===== src/rtl/mpu_common_pkg.sv =====
// Shared TileLink-UL channel types and helpers used by the MPU interconnect blocks.
package mpu_common;

  localparam int unsigned CORE_ID_WIDTH = 4;
  localparam int unsigned TL_AW         = 32;
  localparam int unsigned TL_DW         = 32;
  localparam int unsigned TL_MW         = TL_DW / 8;

  typedef struct packed {
    logic                     valid;
    logic [2:0]               opcode;
    logic [2:0]               param;
    logic [2:0]               size;
    logic [CORE_ID_WIDTH-1:0] source;
    logic [TL_AW-1:0]         address;
    logic [TL_MW-1:0]         mask;
    logic [TL_DW-1:0]         data;
  } tl_a_channel;

  typedef struct packed {
    logic [2:0]               opcode;
    logic [1:0]               param;
    logic [2:0]               size;
    logic [CORE_ID_WIDTH-1:0] source;
    logic                     denied;
    logic [TL_DW-1:0]         data;
    logic                     corrupt;
  } tl_d_channel;

  // Encode a one-hot vector (up to 16 entries) into a core index.
  function automatic logic [CORE_ID_WIDTH-1:0] onehot_to_id(input logic [15:0] oh);
    logic [CORE_ID_WIDTH-1:0] id;
    id = '0;
    for (int i = 0; i < 16; i++) begin
      if (oh[i]) id = id | CORE_ID_WIDTH'(i);
    end
    return id;
  endfunction

endpackage


===== src/rtl/arb_age_pick.sv =====
// Oldest-first selector: grants the eligible requester with the largest age,
// lowest index on ties.
module arb_age_pick #(
  parameter int unsigned NumReq   = 4,
  parameter int unsigned AgeWidth = 8
) (
  input  logic [NumReq-1:0]               elig_i,
  input  logic [NumReq-1:0][AgeWidth-1:0] age_i,
  output logic [NumReq-1:0]               gnt_o
);

  logic [AgeWidth-1:0] best_age;
  logic                found;

  // Strict '>' keeps the earlier (lower) index on equal ages.
  always_comb begin
    gnt_o    = '0;
    best_age = '0;
    found    = 1'b0;
    for (int i = 0; i < NumReq; i++) begin
      if (elig_i[i] && (!found || (age_i[i] > best_age))) begin
        gnt_o    = '0;
        gnt_o[i] = 1'b1;
        best_age = age_i[i];
        found    = 1'b1;
      end
    end
  end

endmodule


===== src/rtl/tl_arb_v2.sv =====
// Age-based TileLink-UL A-channel arbiter with per-core outstanding limits and
// a D-channel response demux back to the cores.
module tl_arb_v2
  import mpu_common::*;
#(
  parameter int unsigned NUM_CORES = 4,
  parameter int unsigned AGE_WIDTH = 8,
  parameter int unsigned MAX_OUTST = 2
) (
  input  logic                 clk,
  input  logic                 rst,
  input  tl_a_channel          req [NUM_CORES],
  output logic [NUM_CORES-1:0] ack,
  output tl_a_channel          win_req,
  input  logic                 a_ready,
  input  logic                 d_valid,
  input  tl_d_channel          resp,
  output logic                 d_ready,
  output tl_d_channel          c_resp [NUM_CORES],
  output logic [NUM_CORES-1:0] c_valid,
  input  logic [NUM_CORES-1:0] c_ready,
  output logic                 src_err
);

  localparam int unsigned OutstWidth = $clog2(MAX_OUTST + 1);

  tl_a_channel                         win_q, win_d;
  logic [AGE_WIDTH-1:0]                age_q   [NUM_CORES];
  logic [AGE_WIDTH-1:0]                age_d   [NUM_CORES];
  logic [OutstWidth-1:0]               outst_q [NUM_CORES];
  logic [OutstWidth-1:0]               outst_d [NUM_CORES];
  logic                                src_err_q, src_err_d;

  logic                                stage_free;
  logic                                src_ok;
  logic [NUM_CORES-1:0]                cand;
  logic [NUM_CORES-1:0]                gnt;
  logic [NUM_CORES-1:0]                d_done;
  logic [NUM_CORES-1:0][AGE_WIDTH-1:0] age_vec;

  // The slot is free when empty or when its current occupant leaves this cycle.
  assign stage_free = !win_q.valid || a_ready;

  always_comb begin
    for (int i = 0; i < NUM_CORES; i++) begin
      cand[i]    = stage_free && req[i].valid && (outst_q[i] < OutstWidth'(MAX_OUTST));
      age_vec[i] = age_q[i];
    end
  end

  arb_age_pick #(
    .NumReq   (NUM_CORES),
    .AgeWidth (AGE_WIDTH)
  ) u_pick (
    .elig_i (cand),
    .age_i  (age_vec),
    .gnt_o  (gnt)
  );

  assign ack = gnt & {NUM_CORES{~rst}};

  // Response demux; unmatched sources fall through with d_ready=1 and are dropped.
  assign src_ok = 32'(resp.source) < NUM_CORES;

  always_comb begin
    d_ready = 1'b1;
    c_valid = '0;
    for (int i = 0; i < NUM_CORES; i++) begin
      c_resp[i] = resp;
      if (resp.source == CORE_ID_WIDTH'(i)) begin
        c_valid[i] = d_valid;
        d_ready    = c_ready[i];
      end
    end
  end

  assign d_done = c_valid & c_ready;

  always_comb begin
    win_d = win_q;
    if (|gnt) begin
      for (int i = 0; i < NUM_CORES; i++) begin
        if (gnt[i]) win_d = req[i];
      end
      win_d.source = onehot_to_id(16'(gnt));
    end else if (a_ready) begin
      win_d.valid = 1'b0;
    end
  end

  always_comb begin
    for (int i = 0; i < NUM_CORES; i++) begin
      if (!req[i].valid || gnt[i]) begin
        age_d[i] = '0;
      end else if (age_q[i] != {AGE_WIDTH{1'b1}}) begin
        age_d[i] = age_q[i] + 1'b1;
      end else begin
        age_d[i] = age_q[i];
      end

      // Simultaneous issue and completion cancel out; completions never underflow.
      outst_d[i] = outst_q[i];
      if (gnt[i] && !d_done[i]) begin
        outst_d[i] = outst_q[i] + 1'b1;
      end else if (!gnt[i] && d_done[i] && (outst_q[i] != '0)) begin
        outst_d[i] = outst_q[i] - 1'b1;
      end
    end
  end

  assign src_err_d = src_err_q | (d_valid & ~src_ok);

  always_ff @(posedge clk or posedge rst) begin
    if (rst) begin
      win_q     <= '0;
      src_err_q <= 1'b0;
      for (int i = 0; i < NUM_CORES; i++) begin
        age_q[i]   <= '0;
        outst_q[i] <= '0;
      end
    end else begin
      win_q     <= win_d;
      src_err_q <= src_err_d;
      for (int i = 0; i < NUM_CORES; i++) begin
        age_q[i]   <= age_d[i];
        outst_q[i] <= outst_d[i];
      end
    end
  end

  assign win_req = win_q;
  assign src_err = src_err_q;

endmodule


===== config.mk =====
export PLATFORM = sky130hd
export DESIGN_NAME = tl_arb_v2
export DESIGN_NICKNAME = d
export VERILOG_FILES = /design/src/rtl/mpu_common_pkg.sv /design/src/rtl/arb_age_pick.sv /design/src/rtl/tl_arb_v2.sv
export SDC_FILE = /design/constraint.sdc
export NUM_CORES = 1
export LEC_CHECK = 0
export BUFFER_PORTS_ARGS = -buffer_cell sky130_fd_sc_hd__buf_2
export CORE_AREA = 3 3 257 259
export DETAILED_ROUTE_END_ITERATION = 8
export DIE_AREA = 0 0 260 262
export PLACE_DENSITY_LB_ADDON = 0.1
export SLEW_MARGIN = 0
export SYNTH_ARGS = -nofsm -noshare
export SYNTH_HDL_FRONTEND = slang
export SYNTH_SLANG_ARGS = --single-unit
export TNS_END_PERCENT = 50

===== constraint.sdc =====
create_clock -name clk -period 10.85 [get_ports clk]
set_input_delay 0.5425 -clock clk [delete_from_list [all_inputs] [get_ports clk]]
set_output_delay 0.5425 -clock clk [all_outputs]
set_load 0.01 [all_outputs]

Yosys cells after proc, flatten, opt, wreduce, memory -nomap -nowiden
Index checks and enable logic that the tools add are counted. Widths: inputs -> output; s select.

Logic and storage cells: 159. Flip-flop bits (word level): 123. Bits in latches: 0. Memories kept: 0. RAM bits: 0. Output and inout bits: 276. Bits in read-only memories: 0.

Order comparisons: 8. Mux-type cells: 43. Div/mod/pow operators: 0. Shift-type cells: 0. Reduce and logical (&&, ||, !) cells: 65. Equality and inequality tests: 8. Multiply operators: 0. Add/sub/neg operators: 12. Bitwise operators: 6.

Operators with widths (number): $mux 82 (4); $mux 8 (11); $add 8x1->8 const B (4); $ne 8x8->1 const B (4); $reduce_bool 2->1 (13); $gt 8x8->1 (3); $logic_and 1x1->1 (23); $mux 2 (10); $logic_not 1->1 (16); $mux 1 (15); $mux 4 (3); $add 2x1->2 const B (4); $and 4x4->4 (2); $eq 4x2->1 const B (2); $logic_or 1x1->1 (8); $lt 2x2->1 const B (4); $sub 2x1->2 const B (4); $ne 5x5->1 const B (1); $eq 4x1->1 const B (1); $logic_not 4->1 (1); $lt 4x3->1 const B (1); $reduce_and 2->1 (2); $reduce_bool 4->1 (1); $reduce_or 4->1 (1); 3 further kinds (4).

Longest topological paths before layout
Gate-level depths: netlist (run 1).

Depth after elaboration: 22. Mapped depth: 30. Mapped depth without buffers: 25.

Hierarchy
A second synthesis (run 1) with hierarchy kept.

Cell total of the unflattened synthesis: 1020. Area, all modules: 8888.5 µm².

By module, submodules not included: tl_arb_v2 (sequential area each 3027.9 µm², cells an instance 912, area each 7956.4 µm², instances 1); arb_age_pick (sequential area each 0.0 µm², cells an instance 108, area each 932.1 µm², instances 1).

Worst setup path after synthesis (run 1)
OpenSTA, ideal clock, no wires.

Kind: input -> output. Start: input port req[327] (netlist bit). End: output port ack[0]. Path buffers: 5. Setup slack: 4729 ps. Stages on the path: 26. Arrival: 5579 ps. Path through: and2b_4 and2_1 buf_4 nand2_1 ha_1 nor2b_1 o211ai_1 a21oi_1 o21a_1 buf_6 buf_6 buf_6 a21oi_1 ha_1 nor2b_1 o211ai_1 a21oi_1 o31ai_2 mux2_2 ha_1 and4_1 nand2b_1 a32oi_4 nand3_2 clkbuf_1 nor3_1.

Word-level cells in the longest chain between the ends: 16. Elaborated cells on any way between the ends: 25. Classes of those cells: 3 x order compare; 10 x mux; 1 x bitwise; 11 x reduce/logical.

Ends and longest elaborated chain: start: declaration (line tl_arb_v2.sv:12) `input tl_a_channel req [NUM_CORES],`; $logic_and 1x1->1 (*) (2 in a row) (line tl_arb_v2.sv:46) `cand[i] = stage_free && req[i].valid && (outst_q[i] < OutstWidth'(MAX_OUTST));`; $mux 8 or $mux 1 (tied branches) (line arb_age_pick.sv:21) `if (elig_i[i] && (!found || (age_i[i] > best_age))) begin`; $gt 8x8->1 or $logic_not 1->1 (tied branches) (line arb_age_pick.sv:21); $logic_or 1x1->1 (line arb_age_pick.sv:21); $logic_and 1x1->1 (line arb_age_pick.sv:21); $mux 8 or $mux 1 (tied branches) (line arb_age_pick.sv:21); $gt 8x8->1 or $logic_not 1->1 (tied branches) (line arb_age_pick.sv:21); $logic_or 1x1->1 (line arb_age_pick.sv:21); $logic_and 1x1->1 (line arb_age_pick.sv:21); $mux 8 or $mux 1 (tied branches) (line arb_age_pick.sv:21); $gt 8x8->1 or $logic_not 1->1 (tied branches) (line arb_age_pick.sv:21); $logic_or 1x1->1 (line arb_age_pick.sv:21); $logic_and 1x1->1 (line arb_age_pick.sv:21); $mux 4 (*) (line arb_age_pick.sv:21); $and 4x4->4 (*) (line tl_arb_v2.sv:60) `assign ack = gnt & {NUM_CORES{~rst}};`; end: declaration (line tl_arb_v2.sv:13) `output logic [NUM_CORES-1:0] ack,`.

Mark *: on every way between the ends. The rest lies on a longest branch, timed or not.

Final worst setup path (run 1)
Start: register outst_q[7] (netlist bit). End: output port ack[0].

Word-level cells in the longest chain between the ends: 16. Elaborated cells on any way between the ends: 25. Classes of those cells: 4 x order compare; 10 x mux; 1 x bitwise; 10 x reduce/logical.

Ends and longest elaborated chain: start: declaration (line tl_arb_v2.sv:30) `logic [OutstWidth-1:0] outst_q [NUM_CORES];`; start signal: indexed assignment (line tl_arb_v2.sv:126) `outst_q[i] <= outst_d[i];`; $lt 2x2->1 (*) (line tl_arb_v2.sv:46); $logic_and 1x1->1 (*) (line tl_arb_v2.sv:46); $mux 8 or $mux 1 (tied branches) (line arb_age_pick.sv:21); $gt 8x8->1 or $logic_not 1->1 (tied branches) (line arb_age_pick.sv:21); $logic_or 1x1->1 (line arb_age_pick.sv:21); $logic_and 1x1->1 (line arb_age_pick.sv:21); $mux 8 or $mux 1 (tied branches) (line arb_age_pick.sv:21); $gt 8x8->1 or $logic_not 1->1 (tied branches) (line arb_age_pick.sv:21); $logic_or 1x1->1 (line arb_age_pick.sv:21); $logic_and 1x1->1 (line arb_age_pick.sv:21); $mux 8 or $mux 1 (tied branches) (line arb_age_pick.sv:21); $gt 8x8->1 or $logic_not 1->1 (tied branches) (line arb_age_pick.sv:21); $logic_or 1x1->1 (line arb_age_pick.sv:21); $logic_and 1x1->1 (line arb_age_pick.sv:21); $mux 4 (*) (line arb_age_pick.sv:21); $and 4x4->4 (*) (line tl_arb_v2.sv:60).

Marks and branches as above.

==> metrics.txt, run 1 <==
run status completed; CP Capture Type primary output; Setup WS pre-CTS between 2 and 3 ns; horizontal die dimension approximately 260 µm; number of max-slew violations in the final report 0; placed instance area 10500 µm²; CORE AREA around 64000 µm²; Detailed Place HPWL between 30 and 40 mm; met3 wire length between 3 and 4 mm; proportion of synthesized flip-flops having asynchronous set or reset 100%; critical register-to-register path startpoint outst_q[7]; number of warning messages in the yosys log 0; number of global-route vias before repair approximately 8100; number of antenna violations at the first check in global routing 6; Initial Util 13.7%; time the final worst path needs with I/O delays and setup 8.43 ns; number of cells on the worst reg-to-reg path 23; first-pass GRT wire length approximately 57 mm; post-route antenna net violation count 0; routed wire length ~42 mm; count of max-cap constraint violations 0; switching share of power roughly 46%; Period Utilization, post-route approximately 80%; Fin Clk Skew ~0.013 ns; count of boundary I/O pins around 660; post-synthesis register bit count approximately 120; area added between synthesis and finish 25.5%; Setup CP Type reg -> out; number of remaining DRC errors 0; largest net degree at the start of global routing 64; first drt pass iteration count 6; Syn Inst Count about 1000; top fanout value on the critical path 51; net load switching power between 1 and 1.5 mW; power density over cell area 249 nW/µm²; register clock-pin slew on the reported worst setup and hold paths roughly 0.070 ns; via count of the routed design between 8000 and 9000; most used standard cell by instance count after synthesis sky130_fd_sc_hd__buf_4; CP Cell Sequence and2b_4, and2_1, nand2_1, ha_1, nor2b_1, o211ai_1, a21oi_1, o21a_4, nor2_1, a21oi_1, ha_1, nor2b_1, o211ai_1, a21oi_1, o31ai_2, mux2_2, ha_1, and4_1, nand2b_1, a32oi_4, nand3_4, nor3_1, buf_2; final weighted congestion of routability-driven global placement ~0.73; Worst Setup Start Kind register; Worst Hold Launch req[242]; slowest CP cell sky130_fd_sc_hd__o31ai_2; final hold vios 0; tightest slew margin relative to the limit about two fifths; wire length the detailed router placed on met1 between 15 and 20 mm; relative contribution of sequential cells to total power 27.0%; Tightest Pin Transition between 0.8 and 0.9 ns; uppermost signal routing layer after detailed routing met5; internal portion of total power ~1.5 mW; Initial DRC Count 346; DR vias/cell 3.92; CTS tree done; number of synthesized flops with an enable pin 0; part of the Yosys area used for sequential elements 34.4%; fin nets ~1600; fraction of post-synthesis cell area in the top cell type by area about a third; number of standard cells in the final layout excluding fillers around 2100; placed cell count around 2100; TritonCTS Buffers 17; classification of the worst-slack hold path in -> reg; worst-case clock buffer depth 2; Yosys top cell by area sky130_fd_sc_hd__dfrtp_1; setup slack of the most critical reg-to-reg path roughly 2.9 ns; final total negative setup slack 0 ns; critical register-to-register path endpoint win_req[5]; DIE AREA roughly 68000 µm²; Netlist Area Pre-Place about 8800 µm²; hold endpoint win_req[78]; clock network latency to the later pin of the worst-skew pair 0.46 ns; maximum achievable frequency around 120 MHz; Top FF cell, synth sky130_fd_sc_hd__dfrtp_1; cell leakage power between 4 and 5 nW; RSZ-0062 raised after global routing no; list of most frequent post-synthesis cells 192 x sky130_fd_sc_hd__buf_4, 121 x sky130_fd_sc_hd__dfrtp_1, 91 x sky130_fd_sc_hd__nand2_1, 71 x sky130_fd_sc_hd__nor2_1, 64 x sky130_fd_sc_hd__a21oi_1; amount of wire on met2 after detailed routing 20.3 mm; Clock Root Buffer sky130_fd_sc_hd__clkbuf_16; standard-cell row count just over 90; data arrival time of the worst path just under 8 ns; Cells on Worst Hold Path 3; GRT Util Overall about an eighth; Peak supply drop 0.000104 V; mean cell area of the mapped netlist around 9 µm²; tightest hold margin about 0.33 ns; Crit path required time 10.31 ns; Comb pwr share between 50% and 60%; post-synth cell types between 50 and 60; final-report setup violation count 0; ratio of cells with drive above 1 in the final layout slightly above 40%; hold-fix buffers at CTS 0; clock power share 20.7%; cts repair resizes 0; port bufs 429; delay contributed by the slowest stage of the critical path 0.80 ns; routed wire length per instance 19.9 µm; Final Worst Setup Slack approximately 2.4 ns; Vert. Die Dim about 260 µm; cells taking the most area after synthesis sky130_fd_sc_hd__dfrtp_1 34%, sky130_fd_sc_hd__buf_4 16%, sky130_fd_sc_hd__a221oi_1 4.4%; remaining global-route overflow 0; level count of the clock H-tree 4; post-route cell area 11100 µm²; number of buffers added for setup after CTS 0; clock sink count 121
## worst max-delay path by stage
| stage | end | slack [ns] | start |
|---|---|---|---|
| final | ack[0] | 2.42 | outst_q[7] |
| after global routing | ack[0] | 1.67 | outst_q[7] |
| after detailed placement | ack[0] | 2.51 | req[327] |
| after global placement | ack[0] | 2.49 | req[327] |
| after CTS | ack[0] | 2.15 | outst_q[7] |
| after floorplan | ack[0] | 4.73 | req[327] |
## power by group through the flow
stage               clock [mW]  combinational, mW  sequential, mW
floorplan                    0              0.879           0.816
global placement             0               1.50           0.752
detailed placement           0               1.49           0.756
CTS                      0.608               1.50           0.748
global route             0.621               1.61           0.772
finish                   0.570               1.44           0.745
## layer usage
layer | vias to the layer above | track usage [%]
met5 | - | 0
met4 | 4 | 4.14
met3 | 65 | 4.19
met2 | 311 | 19.2
met1 | 3900 | 14.0
li1 | 3930 | -
## worst max-delay path, delay by kind of cell, from the launching register on
family          cells  cell delay [ns]
simple gates       10             2.70
buf+inv             1             0.18
mux                 1             0.43
fa+ha+maj           3             0.88
compound gates      8             2.81
flops               1             0.39
## sequential cells by signal (all words and copies together) (netlist names)
register and count:
src_err 1, outst_q 8, win_req 80, age_q 32
## layout make-up
cell class / instances / area (µm²)
Timing Repair Buffer: 442 / 2260
Inverter: 12 / 50.0
Multi-Input combinational cell: 630 / 4080
Fill cell: 7339 / 53100
Antenna cell: 2 / 5.00
Clock buffer: 19 / 443
Sequential cell: 121 / 3030
Tap cell: 855 / 1070
Clock inverter: 13 / 123
## cells by family after synthesis
group                      count (synthesis)  synth area share, %
AOI/OAI and AO/OA                        327                 25.8
xor gates and xnor gates                  19                 1.89
adders and majority gates                 28                 3.98
buffers and inverters                    257                 19.9
DFF                                      121                 34.4
muxes                                     13                 1.70
other                                      1               0.0426
and+or+nand+nor                          241                 12.4
## cell usage in the layout (no fill, tap or decap), drive strengths merged, types with 22 or more instances in the layout
cell type	count
o21ai	77
nand3	27
a221oi	55
a21oi	64
nand2	91
dfrtp	121
o22ai	55
ha	28
a22oi	22
nor2	71
buf	442
## through the flow
stage / util, % / power [mW]
floorplan: - / 1.70
global placement: 16.3 / 2.26
detailed placement: 16.3 / 2.25
CTS: 17.2 / 2.85
global route: 17.2 / 3.00
finish: 17.2 / 2.75
No activity file was read; power rests on OpenSTA's default activity.
==> inputs of run 2 (changes only) <==
CORE_AREA = 3 3 252 254   (was 3 3 257 259)
DIE_AREA = 0 0 255 257   (was 0 0 260 262)
clock period = 7.7 ns   (was 10.85 ns; I/O delays follow)
==> metrics.txt, run 2 (synthesis results as in run 1) <==
run status completed (unchanged); Final Worst Setup Slack 0.752 ns (was 2.42 ns); number of buffers added for setup after CTS 0 (unchanged); clock sink count 121 (unchanged); first drt pass iteration count 4 (was 6); count of max-cap constraint violations 0 (unchanged); number of max-slew violations in the final report 0 (unchanged); power density over cell area 352 nW/µm² (was 249 nW/µm²); Tightest Pin Transition 1.13 ns (was 0.886 ns); Initial Util 14.3% (was 13.7%); final total negative setup slack 0 ns (unchanged); count of boundary I/O pins 658 (unchanged); Peak supply drop 0.000121 V (was 0.000104 V); remaining global-route overflow 0 (unchanged); CORE AREA 61500 µm² (was 64100 µm²); maximum achievable frequency around 140 MHz; amount of wire on met2 after detailed routing 20.6 mm (was 20.3 mm); Fin Clk Skew 0.0105 ns (was 0.0131 ns); final-layout fill cell count 6994 (was 7339); number of antenna violations at the first check in global routing 12 (was 6); flip-flop count of the largest register after layout 80 (unchanged); routed wire length 42.0 mm (was 41.6 mm); Vert. Die Dim 257 µm (was 262 µm); wire length the detailed router placed on met1 16.8 mm (was 17.1 mm); DIE AREA 65500 µm² (was 68100 µm²); post-route cell area 11000 µm² (was 11100 µm²); number of cells on the worst reg-to-reg path 24 (was 23); register clock-pin slew on the reported worst setup and hold paths 0.06 ns (was 0.07 ns); data arrival time of the worst path 6.56 ns (was 7.89 ns); Setup WS pre-CTS 0.777 ns (was 2.51 ns); placed instance area 10400 µm² (was 10500 µm²); largest net degree at the start of global routing 73 (was 64); uppermost signal routing layer after detailed routing met5 (unchanged); top fanout value on the critical path 21 (was 51); level count of the clock H-tree 4 (unchanged); Crit path required time 7.32 ns (was 10.31 ns); ratio of cells with drive above 1 in the final layout 41.4% (was 41.3%); final weighted congestion of routability-driven global placement 0.766 (was 0.727); CTS tree done (unchanged); number of remaining DRC errors 0 (unchanged); DR vias/cell 4.06 (was 3.92); final-report setup violation count 0 (unchanged); number of global-route vias before repair 8319 (was 8099); Worst Setup Start Kind register (unchanged); final hold vios 0 (unchanged); Detailed Place HPWL 31.9 mm (was 31.4 mm); time the final worst path needs with I/O delays and setup 6.95 ns; Clock Root Buffer sky130_fd_sc_hd__clkbuf_16 (unchanged); via count of the routed design 8248 (was 8210); horizontal die dimension 255 µm (was 260 µm); port bufs 429 (unchanged); routed wire length per instance 20.6 µm (was 19.9 µm); Period Utilization, post-route about nine tenths; first-pass GRT wire length 58.6 mm (was 57.3 mm); TritonCTS Buffers 17 (unchanged); commonest cells after routing, fill and taps aside 429 x sky130_fd_sc_hd__buf_2, 121 x sky130_fd_sc_hd__dfrtp_1, 90 x sky130_fd_sc_hd__nand2_1 (unchanged); clock network latency to the later pin of the worst-skew pair 0.47 ns (was 0.46 ns); met3 wire length 3.57 mm (was 3.31 mm); post-route antenna net violation count 0 (unchanged); RSZ-0062 raised after global routing no (unchanged); area added between synthesis and finish 24.7% (was 25.5%); Setup CP Type reg -> out (unchanged); GRT Util Overall 12.4% (was 11.7%); hold-fix buffers at CTS 0 (unchanged); most common library cell in the layout ignoring fill and taps sky130_fd_sc_hd__buf_2 (unchanged); worst-case clock buffer depth 2 (unchanged); Initial DRC Count 410 (was 346); classification of the worst-slack hold path in -> async (was in -> reg); CP Capture Type primary output (unchanged); fin nets 1638 (was 1634); standard-cell row count 91 (was 93); cell leakage power 4.96 nW (was 4.94 nW); tightest slew margin relative to the limit 24.7% (was 40.6%)
==> run 2: cell count changes in the layout (fill, tap and decap cells not counted), sizes merged, moves of 2 or more <==
cell / before / now
buf: 442 / 446
clkbuf: 19 / 24
clkinvlp: 4 / 2
diode: 2 / 4
inv: 14 / 12
==> run 2: final cells by class <==
class / instances / area [µm²] / area share, %
sequential: 121 / 3030 / 27.6
multi-input combinational: 630 / 4070 / 37.1
inverter: 12 / 50.0 / 0.456
clock inverter: 7 / 43.8 / 0.399
tap: 790 / 988 / 9.00
timing repair buffer: 446 / 2300 / 20.9
antenna: 4 / 10.0 / 0.0912
clock buffer: 24 / 492 / 4.48
==> run 2: final timing paths <==
kind / startpoint / end / slack, ns
max: outst_q[7] / ack[0] / 0.75
min: rst / age_q[27] / 0.15
max reg2reg: outst_q[7] / outst_q[0] / 1.07
min reg2reg: src_err / src_err / 0.47
max in group asynchronous: rst / win_req[79] / 6.21
min in group clk: req[244] / win_req[80] / 0.17
==> run 2: what timing repair did <==
action,4_1_cts,5_1_grt
hold endpoints to repair,0,0
endpoints found under the setup margin,0,1
resized for setup,0,1
==> run 2: layer usage <==
metal	global-route usage, %	vias up
li1	-	3932
met5	0	-
met2	20.6	307
met4	4.29	14
met3	4.91	69
met1	14.4	3926
==> run 2: report_power, final <==
part	switching, mW	internal [mW]
sequential	0.147	0.904
clock	0.336	0.441
combinational	1.27	0.764
==> run 2: per-stage QoR <==
step / hold WS (ns) / cells / utilization (%) / total power [mW]
after floorplan: 0.459 / 1008 / - / 2.39
after global placement: 0.455 / 1999 / 17.0 / 3.17
after detailed placement: 0.452 / 1999 / 17.0 / 3.17
after CTS: 0.125 / 2030 / 17.8 / 4.01
after global routing: 0.162 / 2031 / 17.8 / 4.23
final: 0.155 / 2034 / 17.9 / 3.86
==> run 2: worst max-delay path, stage by stage, from the launching register on <==
cell	delay, ns
sky130_fd_sc_hd__dfrtp_1	0.40
sky130_fd_sc_hd__and2b_4	0.29
sky130_fd_sc_hd__and2_2	0.27
sky130_fd_sc_hd__nand2_1	0.12
sky130_fd_sc_hd__ha_1	0.29
sky130_fd_sc_hd__nor2b_1	0.13
sky130_fd_sc_hd__o211ai_1	0.10
sky130_fd_sc_hd__a21oi_1	0.32
sky130_fd_sc_hd__o21a_4	0.29
sky130_fd_sc_hd__nor2_1	0.07
sky130_fd_sc_hd__a21oi_1	0.31
sky130_fd_sc_hd__ha_1	0.33
sky130_fd_sc_hd__a21oi_1	0.17
sky130_fd_sc_hd__a21oi_1	0.14
sky130_fd_sc_hd__o31ai_2	0.41
sky130_fd_sc_hd__buf_4	0.24
sky130_fd_sc_hd__mux2_2	0.35
sky130_fd_sc_hd__ha_1	0.31
sky130_fd_sc_hd__and4_1	0.25
sky130_fd_sc_hd__nand2b_1	0.13
sky130_fd_sc_hd__a32oi_4	0.39
sky130_fd_sc_hd__nand3_2	0.11
sky130_fd_sc_hd__buf_4	0.28
sky130_fd_sc_hd__nor3_1	0.20
sky130_fd_sc_hd__buf_2	0.16
==> inputs of run 3 (changes only) <==
CORE_AREA = 3 3 254 256   (was 3 3 252 254)
DIE_AREA = 0 0 257 259   (was 0 0 255 257)
clock period = 7.1 ns   (was 7.7 ns; I/O delays follow)
==> metrics.txt, run 3 (synthesis results as in run 1) <==
CTS tree done (unchanged); data arrival time of the worst path 6.27 ns (was 6.56 ns); Period Utilization, post-route around 93%; placed instance area 10600 µm² (was 10400 µm²); horizontal die dimension 257 µm (was 255 µm); final total negative setup slack 0 ns (unchanged); fin nets 1646 (was 1638); routed wire length per instance 20.2 µm (was 20.6 µm); Vert. Die Dim 259 µm (was 257 µm); post-route cell area 11200 µm² (was 11000 µm²); tightest slew margin relative to the limit 20.4% (was 24.7%); clock network latency to the later pin of the worst-skew pair 0.47 ns (about the same); Setup CP Type reg -> out (unchanged); ratio of cells with drive above 1 in the final layout 41.9% (was 41.4%); register clock-pin slew on the reported worst setup and hold paths 0.06 ns (about the same); level count of the clock H-tree 4 (unchanged); Initial DRC Count 413 (was 410); worst-case clock buffer depth 2 (unchanged); Clock Root Buffer sky130_fd_sc_hd__clkbuf_16 (unchanged); RSZ-0062 raised after global routing no (unchanged); number of remaining DRC errors 0 (unchanged); cell leakage power 5.02 nW (was 4.96 nW); most common library cell in the layout ignoring fill and taps sky130_fd_sc_hd__buf_2 (unchanged); CP Capture Type primary output (unchanged); via count of the routed design 8307 (was 8248); final weighted congestion of routability-driven global placement 0.844 (was 0.766); Fin Clk Skew 0.0109 ns (was 0.0105 ns); flip-flop count of the largest register after layout 80 (unchanged); number of max-slew violations in the final report 0 (unchanged); Worst Path Buf+Inv 2 (was 3); Detailed Place HPWL 32.6 mm (was 31.9 mm); standard-cell row count 92 (was 91); count of boundary I/O pins 658 (unchanged); clock sink count 121 (unchanged); top fanout value on the critical path 20 (was 21); Crit path required time 6.74 ns (was 7.32 ns); DR vias/cell 3.96 (was 4.06); delay contributed by the slowest stage of the critical path 0.39 ns (was 0.41 ns); final-report setup violation count 0 (unchanged); Final Worst Setup Slack 0.478 ns (was 0.752 ns); Worst Setup Start Kind register (unchanged); port bufs 429 (unchanged); largest net degree at the start of global routing 62 (was 73); CORE AREA 62700 µm² (was 61500 µm²); hold-fix buffers at CTS 0 (unchanged); post-route antenna net violation count 0 (unchanged); Initial Util 14.0% (was 14.3%); number of global-route vias before repair 8296 (was 8319); maximum achievable frequency 151 MHz; final hold vios 0 (unchanged); GRT Util Overall 12.3% (was 12.4%); power after layout 4.29 mW (was 3.86 mW); run status completed (unchanged); TritonCTS Buffers 17 (unchanged); number of antenna violations at the first check in global routing 9 (was 12); classification of the worst-slack hold path in -> async (unchanged); routed wire length 42.3 mm (was 42.0 mm); power density over cell area 384 nW/µm² (was 352 nW/µm²); first drt pass iteration count 4 (unchanged); commonest cells after routing, fill and taps aside 429 x sky130_fd_sc_hd__buf_2, 121 x sky130_fd_sc_hd__dfrtp_1, 90 x sky130_fd_sc_hd__nand2_1 (unchanged); DIE AREA 66600 µm² (was 65500 µm²); tightest hold margin 0.0530 ns (was 0.155 ns); final-layout fill cell count 7134 (was 6994); time the final worst path needs with I/O delays and setup about 6.6 ns; cell type group with the largest total delay on the critical path simple AND/OR/NAND/NOR gates (was compound AO/OA/AOI/OAI gates); first-pass GRT wire length 59.1 mm (was 58.6 mm); Tightest Pin Transition 1.19 ns (was 1.13 ns); area added between synthesis and finish 27.1% (was 24.7%); slowest CP cell sky130_fd_sc_hd__dfrtp_1 (was sky130_fd_sc_hd__o31ai_2); Crit path top cell by count sky130_fd_sc_hd__ha_1 (was sky130_fd_sc_hd__a21oi_1); remaining global-route overflow 0 (unchanged); count of max-cap constraint violations 0 (unchanged); Peak supply drop 0.000134 V (was 0.000121 V); CP Cell Sequence and2b_4, and2_2, nand2_1, ha_1, nor2b_1, o211ai_1, a21oi_2, o21a_4, nor2_1, a21oi_1, ha_1, nand3_1, nand2_1, a21o_1, o31ai_2, buf_4, mux2_2, ha_1, nand4_1, nand2b_1, a32oi_4, nand3_4, nor3_1, buf_2 (was and2b_4, and2_2, nand2_1, ha_1, nor2b_1, o211ai_1, a21oi_1, o21a_4, nor2_1, a21oi_1, ha_1, a21oi_1, a21oi_1, o31ai_2, buf_4, mux2_2, ha_1, and4_1, nand2b_1, a32oi_4, nand3_2, buf_4, nor3_1, buf_2); Setup WS pre-CTS 0.422 ns (was 0.777 ns)
run 3: changes by cell type in the layout (fill, tap and decap cells not counted), moves of 2 or more:
cell,previous run,this run
sky130_fd_sc_hd__a21oi_1,64,62
sky130_fd_sc_hd__buf_4,15,18
sky130_fd_sc_hd__diode_2,4,2
sky130_fd_sc_hd__buf_12,2,7
sky130_fd_sc_hd__clkbuf_8,4,2
sky130_fd_sc_hd__a21oi_2,0,2
run 3: cell type report:
cell class	instances	area (µm²)	area share, %
diodes	2	5.00	0.0447
clock buffers	23	468	4.18
clock inverters	8	72.6	0.648
inverters	12	50.0	0.447
multi-input cells	630	4090	36.5
flip-flops and latches	121	3030	27.0
well taps	846	1060	9.46
repair buffers	454	2420	21.6
run 3: per-layer routing:
layer  GRT usage, %  vias to the layer above  share of wire [%]
li1               -                     3956                  -
met1           14.3                     3995                 41
met2           20.6                      277                 49
met3           4.70                       69                6.6
met4           4.43                       10                2.5
met5              0                        -               0.15
run 3: worst paths after layout:
kind	start	endpoint	slack, ns	depth (start not counted)
setup / recovery	outst_q[7]	ack[0]	0.48	24
hold reg to reg	src_err	src_err	0.46	1
max in group asynchronous	rst	age_q[9]	5.70	3
min in group clk	req[224]	win_req[60]	0.15	3
setup reg to reg	outst_q[7]	win_req[47]	0.84	25
hold / removal	rst	age_q[28]	0.05	2
run 3: stage by stage:
step | util [%] | instances
CTS | 17.8 | 2093
global placement | 16.9 | 2062
detailed placement | 16.9 | 2062
global route | 17.8 | 2096
floorplan | - | 1008
finish | 17.8 | 2096
run 3: power by group:
| part | internal [mW] | leakage [nW] | switching, mW |
|---|---|---|---|
| registers | 0.980 | 1.46 | 0.168 |
| clock network | 0.493 | 0.259 | 0.360 |
| logic | 0.887 | 3.30 | 1.41 |
run 3: timing repair:
action,in CTS,in global routing
gates resized for setup,0,6
setup endpoints to repair,2,4
buffers inserted,0,1
pin swaps,0,1
hold endpoints to repair,0,0
